$ cat src/rtl/watch_pkg.sv
// Shared types, 7-segment patterns, keypad decode and digit limits for the keypad clock.
package watch_pkg;

  typedef logic [3:0] bcd_t;

  typedef enum logic [1:0] {
    ST_IDLE,
    ST_ENTRY,
    ST_RUN
  } entry_state_t;

  // Segment order {dp,g,f,e,d,c,b,a}, active-high; index n holds the pattern for digit n.
  localparam logic [9:0][7:0] SEG_DIGITS = {
    8'h6F, 8'h7F, 8'h07, 8'h7D, 8'h6D, 8'h66, 8'h4F, 8'h5B, 8'h06, 8'h3F
  };
  localparam logic [7:0] SEG_DASH  = 8'h40;
  localparam logic [7:0] SEG_BLANK = 8'h00;
  localparam logic [7:0] SEG_DP    = 8'h80;

  localparam bcd_t H_TEN_MAX    = 4'd2;
  localparam bcd_t H_ONE_MAX_20 = 4'd3;
  localparam bcd_t TEN_MAX      = 4'd5;
  localparam bcd_t ONE_MAX      = 4'd9;

  function automatic bcd_t key_to_digit(input logic [9:0] k);
    bcd_t d;
    d = '0;
    for (int i = 0; i < 10; i++) begin
      if (k[i]) d = 4'(i);
    end
    return d;
  endfunction

  function automatic logic [7:0] bcd_to_seg(input bcd_t d);
    return (d <= ONE_MAX) ? SEG_DIGITS[d] : SEG_BLANK;
  endfunction

endpackage

$ cat src/rtl/seg_scan.sv
// Multiplexed display scanner: walks an active-low digit select and registers
// the segment pattern of the selected position alongside it.
module seg_scan
  import watch_pkg::*;
#(
  parameter int SCAN_DIV = 1,
  parameter int DIGITS   = 6
) (
  input  logic            clk,
  input  logic            rst,
  input  logic [7:0][7:0] pattern,
  output logic [7:0]      seg_data,
  output logic [7:0]      seg_com
);

  localparam int DW = (SCAN_DIV > 1) ? $clog2(SCAN_DIV) : 1;

  logic [DW-1:0] div_cnt, div_nxt;
  logic [2:0]    idx, idx_nxt;

  always_comb begin
    div_nxt = div_cnt + 1'b1;
    idx_nxt = idx;
    if (div_cnt == DW'(SCAN_DIV - 1)) begin
      div_nxt = '0;
      idx_nxt = (idx == 3'(DIGITS - 1)) ? 3'd0 : idx + 3'd1;
    end
  end

  // Select and data are registered from the same next index so they never skew.
  always_ff @(posedge clk) begin
    if (rst) begin
      div_cnt  <= '0;
      idx      <= '0;
      seg_com  <= 8'hFE;
      seg_data <= SEG_DASH;
    end else begin
      div_cnt  <= div_nxt;
      idx      <= idx_nxt;
      seg_com  <= ~(8'b1 << idx_nxt);
      seg_data <= pattern[idx_nxt];
    end
  end

endmodule

$ cat src/rtl/keypad_clock.sv
// Keypad-set 24-hour BCD clock driving a multiplexed 7-segment display.
// Optional entry-digit blink is enabled by defining KEYPAD_CLOCK_BLINK_EN.
//
// state    | meaning
// ST_IDLE  | no time committed yet, display shows dashes
// ST_ENTRY | set_mode high, keys fill shadow digits left to right
// ST_RUN   | committed time advancing once per second
module keypad_clock
  import watch_pkg::*;
#(
  parameter int CLK_HZ   = 1000,
  parameter int SCAN_DIV = 1,
  parameter int DIGITS   = 6
) (
  input  logic        clk,
  input  logic        rst,
  input  logic        set_mode,
  input  logic [9:0]  keypad,
  output logic [23:0] bcd_time,
  output logic        time_valid,
  output logic        sec_tick,
  output logic        entry_err,
  output logic [7:0]  seg_data,
  output logic [7:0]  seg_com
);

  localparam int PW = (CLK_HZ > 1) ? $clog2(CLK_HZ) : 1;

  entry_state_t    state, state_nxt;
  logic [2:0]      pos, pos_nxt;
  bcd_t [5:0]      shadow, shadow_nxt, live, live_inc;
  logic [9:0]      key_prev;
  logic [PW-1:0]   presc;
  logic            key_evt, key_ok, commit, err_nxt, running, at_top, blink_off;
  bcd_t            key_d, lim;
  logic [7:0][7:0] pattern;

  assign key_evt  = $onehot(keypad) && (key_prev == '0);
  assign key_d    = key_to_digit(keypad);
  assign running  = (state == ST_RUN) && !set_mode && time_valid;
  assign at_top   = (presc == PW'(CLK_HZ - 1));
  assign bcd_time = {live[0], live[1], live[2], live[3], live[4], live[5]};

  always_comb begin
    case (pos)
      3'd0:       lim = H_TEN_MAX;
      3'd1:       lim = (shadow[0] == H_TEN_MAX) ? H_ONE_MAX_20 : ONE_MAX;
      3'd2, 3'd4: lim = TEN_MAX;
      default:    lim = ONE_MAX;
    endcase
    key_ok = (key_d <= lim);
  end

  always_comb begin
    state_nxt  = state;
    pos_nxt    = pos;
    shadow_nxt = shadow;
    commit     = 1'b0;
    err_nxt    = 1'b0;
    case (state)
      ST_IDLE, ST_RUN: begin
        if (set_mode) begin
          state_nxt  = ST_ENTRY;
          pos_nxt    = '0;
          shadow_nxt = '0;
        end
      end
      ST_ENTRY: begin
        if (!set_mode) begin
          state_nxt  = time_valid ? ST_RUN : ST_IDLE;
          pos_nxt    = '0;
          shadow_nxt = '0;
        end else if (key_evt && pos < 3'd6) begin
          if (key_ok) begin
            shadow_nxt[pos] = key_d;
            pos_nxt         = pos + 1'b1;
            commit          = (pos == 3'd5);
          end else begin
            err_nxt = 1'b1;
          end
        end
      end
      default: state_nxt = ST_IDLE;
    endcase
  end

  // Ripple BCD carry through seconds, minutes, then the 24-hour wrap.
  always_comb begin
    live_inc = live;
    if (live[5] != ONE_MAX) live_inc[5] = live[5] + 1'b1;
    else begin
      live_inc[5] = '0;
      if (live[4] != TEN_MAX) live_inc[4] = live[4] + 1'b1;
      else begin
        live_inc[4] = '0;
        if (live[3] != ONE_MAX) live_inc[3] = live[3] + 1'b1;
        else begin
          live_inc[3] = '0;
          if (live[2] != TEN_MAX) live_inc[2] = live[2] + 1'b1;
          else begin
            live_inc[2] = '0;
            if (live[0] == H_TEN_MAX && live[1] == H_ONE_MAX_20) live_inc[1:0] = '0;
            else if (live[1] == ONE_MAX) begin
              live_inc[1] = '0;
              live_inc[0] = live[0] + 1'b1;
            end else live_inc[1] = live[1] + 1'b1;
          end
        end
      end
    end
  end

  always_ff @(posedge clk) begin
    if (rst) begin
      state      <= ST_IDLE;
      pos        <= '0;
      shadow     <= '0;
      live       <= '0;
      presc      <= '0;
      key_prev   <= '0;
      time_valid <= 1'b0;
      sec_tick   <= 1'b0;
      entry_err  <= 1'b0;
    end else begin
      state     <= state_nxt;
      pos       <= pos_nxt;
      shadow    <= shadow_nxt;
      key_prev  <= keypad;
      entry_err <= err_nxt;
      sec_tick  <= running && at_top;
      if (commit) begin
        live       <= shadow_nxt;
        time_valid <= 1'b1;
        presc      <= '0;
      end else if (running) begin
        if (at_top) begin
          presc <= '0;
          live  <= live_inc;
        end else begin
          presc <= presc + 1'b1;
        end
      end
    end
  end

`ifdef KEYPAD_CLOCK_BLINK_EN
  localparam int BLINK_HALF = (CLK_HZ >= 4) ? CLK_HZ / 2 : 2;
  localparam int BLINK_OFF  = (CLK_HZ >= 4) ? CLK_HZ / 4 : 1;
  localparam int BW         = $clog2(BLINK_HALF);

  logic [BW-1:0] blink_cnt;

  // Down-counter restarts on each key so the next digit is shown before it blanks.
  always_ff @(posedge clk) begin
    if (rst || key_evt || blink_cnt == '0) blink_cnt <= BW'(BLINK_HALF - 1);
    else                                   blink_cnt <= blink_cnt - 1'b1;
  end
  assign blink_off = (blink_cnt < BW'(BLINK_OFF));
`else
  assign blink_off = 1'b0;
`endif

  always_comb begin
    pattern = '0;
    for (int i = 0; i < 6; i++) begin
      if (state == ST_ENTRY)
        pattern[i] = (3'(i) < pos)
                     ? (bcd_to_seg(shadow[i]) | ((i == 1 || i == 3) ? SEG_DP : SEG_BLANK))
                     : SEG_DASH;
      else if (!time_valid)
        pattern[i] = SEG_DASH;
      else
        pattern[i] = bcd_to_seg(live[i]) | ((i == 1 || i == 3) ? SEG_DP : SEG_BLANK);
    end
    if (state == ST_ENTRY && pos < 3'd6 && blink_off) pattern[pos] = SEG_BLANK;
  end

  seg_scan #(
    .SCAN_DIV (SCAN_DIV),
    .DIGITS   (DIGITS)
  ) u_seg_scan (
    .clk      (clk),
    .rst      (rst),
    .pattern  (pattern),
    .seg_data (seg_data),
    .seg_com  (seg_com)
  );

endmodule

$ cat config.mk
export PLATFORM = sky130hd
export DESIGN_NAME = keypad_clock
export DESIGN_NICKNAME = d
export VERILOG_FILES = /design/src/rtl/watch_pkg.sv /design/src/rtl/seg_scan.sv /design/src/rtl/keypad_clock.sv
export SDC_FILE = /design/constraint.sdc
export NUM_CORES = 1
export LEC_CHECK = 0
export CAP_MARGIN = 20
export CORE_ASPECT_RATIO = 1.1
export CORE_UTILIZATION = 40
export CTS_CLUSTER_SIZE = 25
export DETAILED_ROUTE_END_ITERATION = 7
export PLACE_DENSITY = 0.7
export SKIP_CTS_REPAIR_TIMING = 1
export SLEW_MARGIN = 15
export SYNTH_ARGS = -nofsm -noshare
export SYNTH_HDL_FRONTEND = slang
export SYNTH_SLANG_ARGS = --single-unit
export TNS_END_PERCENT = 20
$ cat constraint.sdc
create_clock -name clk -period 5.15 [get_ports clk]
set_clock_uncertainty 0.05 [all_clocks]
set_input_delay 1.03 -clock clk [delete_from_list [all_inputs] [get_ports clk]]
set_output_delay 1.03 -clock clk [all_outputs]
set_load 0.01 [all_outputs]
### After elaboration in Yosys (flattened, before gate mapping)

Memory sizes are Yosys's and may differ from the RTL's. A register that Yosys moved wholly into a read port is not among the register bits.
Cells that the tools add are included.

| operators by class | value |
|---|---|
| shifts and indexed selects | 1 |
| equality and inequality tests | 25 |
| mux-type cells | 112 |
| bitwise gates (word level) | 5 |
| $add $sub $neg | 19 |
| reductions and logical operators | 28 |
| order comparisons | 35 |

Operators by type and width:

| operator | number |
|---|---|
| $mux W8 | 37 |
| $mux W24 | 7 |
| $mux W4 | 28 |
| $lt A4 B5 Y1 const B | 12 |
| $mux W7 | 8 |
| $le A4 B4 Y1 const B | 12 |
| $pmux W24 S2 | 1 |
| $mux W3 | 10 |
| $add A4 B1 Y4 const B | 6 |
| $bmux W8 S3 | 1 |
| $bwmux W24 | 1 |
| $mux W20 | 1 |
| $mux W16 | 1 |
| $demux W4 S3 | 1 |
| $eq A4 B2 Y1 const B | 3 |
| $mux W12 | 1 |
| $ne A2 B2 Y1 const B | 6 |
| $pmux W4 S3 | 1 |
| $add A1 B1 Y2 | 5 |
| $add A10 B1 Y10 const B | 1 |
| $eq A10 B10 Y1 const B | 1 |
| $logic_not A10 Y1 | 1 |
| $mux W10 | 1 |
| $mux W2 | 5 |
| other kinds (42) | 74 |

| storage, ports and cells | value |
|---|---|
| input bits | 13 |
| output and inout bits | 43 |
| logic and storage cells | 260 |
| memories kept | 12 |
| register bits | 96 |
| bits in read-only memories | 1536 |

Memories:

| name | depth | width | read ports | clocked after memory_dff | write ports | line | text |
|---|---|---|---|---|---|---|---|
| (no name shown) | 16 | 8 | 1 | 1 | 0 | watch_pkg.sv:35 | `return (d <= ONE_MAX) ? SEG_DIGITS[d] : SEG_BLANK;` |
| (no name shown) | 16 | 8 | 1 | 1 | 0 | watch_pkg.sv:35 |  |
| (no name shown) | 16 | 8 | 1 | 1 | 0 | watch_pkg.sv:35 |  |
| (no name shown) | 16 | 8 | 1 | 1 | 0 | watch_pkg.sv:35 |  |
| (no name shown) | 16 | 8 | 1 | 1 | 0 | watch_pkg.sv:35 |  |
| (no name shown) | 16 | 8 | 1 | 1 | 0 | watch_pkg.sv:35 |  |
| 6 more memories | -- | -- | -- | -- | -- | -- |  |

### Longest topological paths before layout

| depth | value |
|---|---|
| depth in word-level cells | 18 |
| gate-level depth with buffers | 20 |
| gate-level depth less buffers | 19 |

### Hierarchy

Synthesis repeated with hierarchy kept, for this count alone.

| second synthesis, totals | value |
|---|---|
| cell total of the unflattened synthesis | 1109 |
| area, all modules | 10060.9 um^2 |

Modules (own cells, without submodules):

| module | sequential area each (um^2) | cells an instance | instances | area each (um^2) |
|---|---|---|---|---|
| keypad_clock | 3203.1 | 932 | 1 | 8637.0 |
| seg_scan | 400.4 | 177 | 1 | 1423.9 |

### Worst setup path before layout

Ideal clock, no wire load.

| timing | value |
|---|---|
| path type | input -> register |
| start | input port keypad[0] |
| end | register with a tool-made name |
| setup time | 127 ps |
| data required time | 4973 ps |
| slack | -309 ps |
| cell stages on the path | 19 |
| path buffers | 2 |
| arrival time | 5282 ps |
| cell sequence | fa_1 -> fa_1 -> inv_1 -> fa_1 -> inv_1 -> ha_1 -> inv_1 -> fa_1 -> nand2b_1 -> and3_1 -> o2111a_2 -> nand3_1 -> buf_2 -> clkbuf_1 -> a21oi_1 -> nor3_2 -> inv_1 -> ha_1 -> or3_1 |

RTL lines:

| what | line | text |
|---|---|---|
| from (decl) | keypad_clock.sv:18 | `input logic [9:0] keypad,` |

==> impl_metrics.toml <==
[layout]
n_antenna_cell = 0
fillCellCount = 2021
stdcell_area_mm2 = 0.0123
multiInputGateArea_mm2 = 0.00577
nets = 1323
area_delta_synth_final_pct = 31.0
layout.area.seq_mm2 = 0.00360
layout-drive-gt1-share_pct = 27.6

[sta]
slew_viol_final = 0
period_minus_slack_ps = 5210
rsz0062_at_grt = "yes"
worst_slew_pin_slew_ps = 1210
final-hold-violation-count = 0
setup_viol = 18
post-route-period-util_pct = 101
worst_slack_ps = -64.7
slew_headroom_pct = 18.7
fmax_mhz = 192

[logic_synthesis]
synth_edf_count = 0
synth_commonest_cells = "dfxtp_1 (180), nor2_1 (93), nand2_1 (77)"
synthDistinctLibCells = 87
synthArstFlopShare_pct = 0
synthTopCellsByArea = "dfxtp_1 (38%), ha_1 (9.7%), nor2_1 (3.7%)"
synth-simple-area-share_pct = 21.6
netlist_area_mm2 = 0.00941
synth_top_family_by_area = "simple AND/OR/NAND/NOR gates"
synth_compound_area_share_pct = 17.9
yosys.area_share.xor_xnor_pct = 1.86
yosysMostFrequentCell = "dfxtp_1"
synth_cells = 1050
ys_seq_area_share_pct = 38.3
ys_ff_latch = 180
syn_area_per_cell_um2 = 8.96
synthAdderAreaFrac_pct = 11.0
ys_warn_count = 0
ys.flop_type = "dfxtp_1"
synth_top_area_cell = "dfxtp_1"
synth_top_area_share_pct = 38.3
synth_nets = 1142
synthMuxAreaShare_pct = 4.42

[global_routing]
track_usage_pct = 22.1
grt_pass1_vias = 8088
antenna_found_initial = 0
grt_max_degree = 70
grt_pass1_wl_mm = 41.1
grt_overflow = 0

[floorplan]
rows = 58
pin_count = 56
initial_core_util_pct = 40.9
die_y_um = 163
die_w_um = 148
fp.coreArea_mm2 = 0.0230
die_area_mm2 = 0.0241

[route]
viasPerCell = 5.45
vias = 8420
first_pass_iters = 5
wl_mm = 26.9
drc = 0
routedWlPerCell_um = 17.4
drt_iter0_drc = 594
ant_nets = 0

[status]
status = "finished with violations"
violations = "negative setup slack"

[clocking]
cts_buffers = 17
cts_max_path_buffers = 2
root_buffer = "clkbuf_16"
clock_latency_ps = 440
cts.sinks = 180
cts_tree = "yes"
clk_pin_slew_ps = 70
htreeDepth = 4

[power_and_ir_drop]
ir_worst_vdd_mv = 0.186
powerDensity_mw_per_mm2 = 238
p_leak_nw = 4.97

[placement]
place_congestion = 0.950
placed_area_mm2 = 0.0113
place_ws_ps = -913
dp_hpwl_mm = 19.9
portBuffers = 55

[critical_path]
crit_path_start_kind = "primary input"
worstPathRequired_ps = 5420
criticalPathCategory = "in -> reg"
path_max_fanout = 8
end_kind = "register"
arrival_ps = 5480

[worst_hold_path]
hold_class = "reg -> reg"

[job]
drv_cap = 0
placed cells by master, fill, tap and decap left out, types with 12 or more instances in the layout:
master	count
nand4_1	12
a21oi_1	38
buf_4	138
or2_2	15
clkdlybuf4s50_1	48
nor2_1	87
ha_1	63
nor3_1	19
a22oi_1	39
nor2b_1	23
and2_1	12
mux2_2	17
buf_6	12
and3_1	14
inv_2	19
inv_1	47
nand3_1	22
dfxtp_1	180
nand2_1	72
clkbuf_16	17
nand2b_1	16
o21ai_0	38
layout make-up:
cell class | count | area share (%)
clock buffers | 19 | 3.51
multi-input cells | 759 | 46.8
well taps | 300 | 3.05
repair buffers | 206 | 14.1
clock inverters | 13 | 1.20
inverters | 67 | 2.08
flip-flops and latches | 180 | 29.2
through the flow:
step / hold WS, ps / util, % / std cells / TNS, ps / total power [mW]
floorplan: 394 / - / 1050 / -1980 / 1.56
global placement: 410 / 48.9 / 1507 / -64150 / 1.63
detailed placement: 418 / 48.9 / 1507 / -77590 / 1.63
CTS: 428 / 51.5 / 1539 / -25500 / 2.91
global route: 462 / 53.6 / 1544 / -8150 / 3.02
finish: 433 / 53.6 / 1544 / -561 / 2.93
worst paths after layout:
kind,from,slack (ps),cells past startpoint,to
max,keypad[9],-60,19,register
min,presc[1],430,2,presc[1]
max reg2reg,shadow[1],760,16,register
min reg2reg,presc[1],430,2,presc[1]
routing by layer:
layer  track usage (%)  vias up  wire length, um
met2              38.5      237            13400
li1                  -     4064                -
met1              26.9     4065            11400
met5                 0        -                0
met3              3.53       54             1270
met4              9.28        0              771
cell families (layout without fill, tap and decap cells):
| group | Yosys count | in the layout |
|---|---|---|
| xor gates and xnor gates | 20 | 20 |
| AOI/OAI and AO/OA | 240 | 240 |
| and+or+nand+nor | 382 | 382 |
| muxes | 37 | 37 |
| other | 1 | 1 |
| DFF | 180 | 180 |
| buffers and inverters | 111 | 305 |
| adders and majority gates | 79 | 79 |
power breakdown:
part | switching [mW] | internal, mW
registers | 0.00655 | 1.40
logic | 0.128 | 0.0947
clock network | 0.575 | 0.723
total | 0.710 | 2.22
critical path, cell delays in order:
cell	delay, ps
buf_6	100
fa_1	500
fa_1	540
inv_2	40
fa_1	460
inv_2	80
ha_4	140
inv_2	40
fa_1	540
nor4b_4	260
o2111a_2	280
buf_12	150
buf_6	120
a31oi_4	100
a22o_4	300
nor2_4	100
a211oi_2	50
ha_1	300
or3_1	350
No activity file was read; power rests on OpenSTA's default activity.
